$ cat src/rtl/score_keeper.sv
// Tic-tac-toe score keeper: X/O/draw tallies, BCD games-played count and inverted-nibble digit codes.
// Define SCORE_FLASH_EN to build in the winner-highlight flash outputs.
module score_keeper #(
  parameter int unsigned FLASH_LEN = 25000000
) (
  input  logic       clk,
  input  logic       reset,
  input  logic       result_valid,
  input  logic [1:0] result,
  input  logic       clear,
  output logic       result_ack,
  output logic [3:0] x_code,
  output logic [3:0] o_code,
  output logic [3:0] draw_code,
  output logic [3:0] games_tens_code,
  output logic [3:0] games_ones_code,
  output logic       flash_x,
  output logic       flash_o
);

  typedef enum logic [1:0] {IDLE, UPDATE, WAIT_LOW} state_t;

  typedef struct packed {
    logic [3:0] x;
    logic [3:0] o;
    logic [3:0] d;
    logic [3:0] tens;
    logic [3:0] ones;
  } counts_t;

  state_t     state_q, state_d;
  logic [1:0] res_q, res_d;
  counts_t    cnt_q, cnt_d;
  counts_t    code_q, code_d;
  logic       ack_q, ack_d;

  function automatic logic [3:0] sat_inc(input logic [3:0] v);
    return (v == 4'd9) ? v : v + 4'd1;
  endfunction

  // NOTE: every signal written here gets a default first, so no path can infer a latch.
  always_comb begin
    state_d = state_q;
    res_d   = res_q;
    cnt_d   = cnt_q;
    ack_d   = 1'b0;
    if (clear) begin
      state_d = WAIT_LOW;
      cnt_d   = '0;
    end else begin
      case (state_q)
        IDLE: begin
          if (result_valid) begin
            res_d   = result;
            state_d = UPDATE;
          end
        end
        UPDATE: begin
          ack_d   = 1'b1;
          state_d = WAIT_LOW;
          case (res_q)
            2'b01:   cnt_d.x = sat_inc(cnt_q.x);
            2'b10:   cnt_d.o = sat_inc(cnt_q.o);
            2'b11:   cnt_d.d = sat_inc(cnt_q.d);
            default: ;
          endcase
          // Games count is BCD and sticks at 99.
          if (res_q != 2'b00 && !(cnt_q.tens == 4'd9 && cnt_q.ones == 4'd9)) begin
            if (cnt_q.ones == 4'd9) begin
              cnt_d.ones = 4'd0;
              cnt_d.tens = cnt_q.tens + 4'd1;
            end else begin
              cnt_d.ones = cnt_q.ones + 4'd1;
            end
          end
        end
        WAIT_LOW: begin
          if (!result_valid) state_d = IDLE;
        end
        default: state_d = IDLE;
      endcase
    end
    code_d = ~cnt_d;
  end

  // NOTE: sequential state uses non-blocking assignments under the asynchronous reset.
  always_ff @(posedge clk or posedge reset) begin
    if (reset) begin
      state_q <= IDLE;
      res_q   <= 2'b00;
      cnt_q   <= '0;
      code_q  <= '1;
      ack_q   <= 1'b0;
    end else begin
      state_q <= state_d;
      res_q   <= res_d;
      cnt_q   <= cnt_d;
      code_q  <= code_d;
      ack_q   <= ack_d;
    end
  end

  assign result_ack      = ack_q;
  assign x_code          = code_q.x;
  assign o_code          = code_q.o;
  assign draw_code       = code_q.d;
  assign games_tens_code = code_q.tens;
  assign games_ones_code = code_q.ones;

`ifdef SCORE_FLASH_EN
  localparam int unsigned FW = (FLASH_LEN > 1) ? $clog2(FLASH_LEN) : 1;
  localparam logic [FW-1:0] RELOAD = FW'(FLASH_LEN - 1);

  logic [FW-1:0] fcnt_q, fcnt_d;
  logic          fx_q, fx_d, fo_q, fo_d;
  logic          win_x, win_o;

  // A win reloads the counter; the flag drops on the edge after it reaches zero.
  always_comb begin
    win_x  = (state_q == UPDATE) && !clear && (res_q == 2'b01);
    win_o  = (state_q == UPDATE) && !clear && (res_q == 2'b10);
    fx_d   = fx_q;
    fo_d   = fo_q;
    fcnt_d = fcnt_q;
    if (fx_q || fo_q) begin
      if (fcnt_q == '0) begin
        fx_d = 1'b0;
        fo_d = 1'b0;
      end else begin
        fcnt_d = fcnt_q - FW'(1);
      end
    end
    if (clear) begin
      fx_d   = 1'b0;
      fo_d   = 1'b0;
      fcnt_d = '0;
    end else if (win_x) begin
      fx_d   = 1'b1;
      fo_d   = 1'b0;
      fcnt_d = RELOAD;
    end else if (win_o) begin
      fx_d   = 1'b0;
      fo_d   = 1'b1;
      fcnt_d = RELOAD;
    end
  end

  always_ff @(posedge clk or posedge reset) begin
    if (reset) begin
      fcnt_q <= '0;
      fx_q   <= 1'b0;
      fo_q   <= 1'b0;
    end else begin
      fcnt_q <= fcnt_d;
      fx_q   <= fx_d;
      fo_q   <= fo_d;
    end
  end

  assign flash_x = fx_q;
  assign flash_o = fo_q;
`else
  assign flash_x = 1'b0;
  assign flash_o = 1'b0;
`endif

endmodule

$ cat config.mk
export PLATFORM = sky130hd
export DESIGN_NAME = score_keeper
export DESIGN_NICKNAME = d
export VERILOG_FILES = /design/src/rtl/score_keeper.sv
export SDC_FILE = /design/constraint.sdc
export NUM_CORES = 1
export LEC_CHECK = 0
export BUFFER_PORTS_ARGS = -buffer_cell sky130_fd_sc_hd__buf_4
export CAP_MARGIN = 20
export CORE_MARGIN = 2
export CORE_UTILIZATION = 60
export CTS_CLUSTER_SIZE = 30
export DETAILED_ROUTE_END_ITERATION = 16
export GPL_TIMING_DRIVEN = 0
export PLACE_DENSITY = 0.9
export REMOVE_ABC_BUFFERS = 1
export SYNTH_ARGS = -nofsm -noshare
export SYNTH_HDL_FRONTEND = slang
export SYNTH_SLANG_ARGS = --single-unit
$ cat constraint.sdc
create_clock -name clk -period 3.9 [get_ports clk]
set_clock_uncertainty 0.1 [all_clocks]
set_input_delay 0.39 -clock clk [delete_from_list [all_inputs] [get_ports clk]]
set_output_delay 0.39 -clock clk [all_outputs]
set_load 0.01 [all_outputs]
==> qor.yml <==
die_area_um2: 3879
wl_um: 3694
crit_path_end_kind: "flop"
p_leak_uw: 0.001025
arrival_ns: 2.04
cts_sinks: 45
finalCriticalPeriod_ns: 1.883
synthTopCellsByCount: "25 x dfrtp_1, 20 x dfstp_2, 16 x nor2_1"
fin_crit_sh_pct: 48.28
reg2reg_slack_ns: 2.02
critPathLaunchType: "flop"
drtIter0Drc: 55
die_x_um: 62.29
place_hpwl_um: 2477
netlist_top_cells_area: "dfrtp_1 31%, dfstp_2 26%, ha_1 6.1%, mux2i_1 3.4%, or2_2 3.4%"
postRouteAntennaNets: 0
multiInputGateArea_um2: 822.0
synthToLayoutAreaGrowth_pct: 12.89
maxSlewViolCount: 0
post-cts-setup-buffers: 0
rsz0062_at_grt: "false"
timing.rr.start: "cnt_q[1]$_DFF_PP0_"
synth_edf_count: 0
ctsHoldBuffers: 0
grt.overflow.total: 0
clock_latency_ns: 0.36
final_util_pct: 69.50
path_class: "flop to flop"
nets: 216
clock_path_buffers: 2
grt_pass1_vias: 1374
async_flop_share_pct: 100.0
cp_slowest_stage_delay_ns: 0.44
die_h_um: 62.29
max_freq_mhz: 531.1
synth.most_common_cell: "dfrtp_1"
track_usage_pct: 21.73
root_buffer: "clkbuf_4"
vias: 1368
path_delay_family: "simple AND/OR/NAND/NOR gates"
core_area_um2: 3311
ys_seq_elements: 45
syn_area_per_cell_um2: 11.71
power_density_nw_per_um2: 321.1
gp_congestion: 0.7574
holdWs_ns: 0.1109
num_antenna_cells: 0
setup_slack_ns: 2.017
drive_gt1_share_pct: 37.81
start_util_pct: 61.56
vdd_ir_drop_max_mv: 0.2182
routed_via_density: 5.538
htree_num_levels: 2
crit_path_top_delay_cell: "dfrtp_1"
synthCells: 174
path_depth: 6
r2r_cells: 6
drcViolationCount: 0
regToRegEndpoint: "cnt_q[6]$_DFF_PP0_"
cp.required_ns: 4.05
grt_max_degree: 46
seq_area_frac_synth_pct: 56.48
cts_tree: "built"
finalHoldViolations: 0
yosysTopAreaCellShare_pct: 30.69
antenna_found_initial: 0
maxSlewHeadroom_pct: 41.18
critPathMaxFanout: 5
drtPass1Iterations: 4
regArea_um2: 1151
synth_cell_types: 43
grt_pass1_wl_um: 6430
port_buffers: 26
wire_per_inst_um: 14.96
post_cts.resized_instances: 0
ios: 29
fin_setup_tns_ns: 0
preCtsSetupSlack_ns: 2.066
critPathBufInv: 1
fillers: 262
synth_top_area_cell: "dfrtp_1"
tightest_slew_ns: 0.8810
setup_viol: 0
rows: 21
path_clk_slew_ns: 0.12
maxCapViolCount: 0
ys.flop_type: "dfrtp_1"
path_cells: "inv_1 > ha_1 > and3b_1 > and4_1 > nand2_2 > mux2_4"
cts_buffers: 5
syn_area_um2: 2038
worst_hold_path_type: "input pin to async pin"
ys_warn_count: 0
status: "complete, no violations"
==> layout by cell type, fill, tap and decap left out, types with 6 or more instances in the layout <==
master / n
buf_4: 26
dfrtp_1: 25
dfstp_2: 20
nor2_1: 16
or2_2: 11
ha_1: 10
nand2_1: 8
mux2i_1: 7
inv_1: 6
xor2_1: 6
==> cells by family after synthesis <==
kind of cell | synth area share [%]
AO/OA/AOI/OAI | 6.446
XOR/XNOR | 3.008
adder cells (fa/ha/maj) | 6.139
buffers and inverters | 3.376
flip-flops | 56.48
multiplexers | 5.832
other | 0.1840
AND/OR/NAND/NOR | 18.54
==> power breakdown <==
part           switching, µW  total, µW  internal (µW)
logic                   26.0       41.9           15.9
registers               8.79        485            476
clock network            140        212           72.0
total                    175        739            564
==> state kept, by name, indices dropped and copies added (netlist names) <==
signal           flops
cnt_q               20
draw_code            4
games_ones_code      4
games_tens_code      4
o_code               4
x_code               4
res_q                2
state_q              2
result_ack           1
==> metal layers <==
| metal | global-route usage (%) | up-vias | wire length, µm |
|---|---|---|---|
| li1 | - | 643 | - |
| met1 | 24.54 | 687 | 1420 |
| met2 | 38.99 | 32 | 2077 |
| met4 | 6.944 | 0 | 48 |
| met5 | 0 | - | 0 |
| met3 | 7.065 | 6 | 149 |
==> layout make-up <==
type	instances	share of cell area, %
Multi-Input combinational cell	115	35.73
Clock buffer	8	2.121
Tap cell	46	2.501
Inverter	7	1.142
Timing Repair Buffer	26	8.483
Sequential cell	45	50.03
==> stage by stage <==
stage	instances	instance area, µm²	total power, µW
2_1_floorplan	167	1999	516.3
3_3_place_gp	239	2252	532.1
3_5_place_dp	239	2252	534.9
4_1_cts	247	2301	743.3
5_1_grt	247	2301	771.2
6_report	247	2301	738.9
==> worst max-delay path by stage <==
| stage | from | end | slack (ns) |
|---|---|---|---|
| finish | cnt_q[1]$_DFF_PP0_ | cnt_q[6]$_DFF_PP0_ | 2.02 |
| global placement | reset | cnt_q[14]$_DFF_PP0_ | 1.91 |
| detailed placement | cnt_q[1]$_DFF_PP0_ | cnt_q[6]$_DFF_PP0_ | 2.07 |
| CTS | cnt_q[1]$_DFF_PP0_ | cnt_q[6]$_DFF_PP0_ | 2.01 |
| global route | cnt_q[1]$_DFF_PP0_ | cnt_q[6]$_DFF_PP0_ | 1.87 |
| floorplan | cnt_q[1]$_DFF_PP0_ | cnt_q[6]$_DFF_PP0_ | 2.23 |
(Power assumes the default switching activity.)
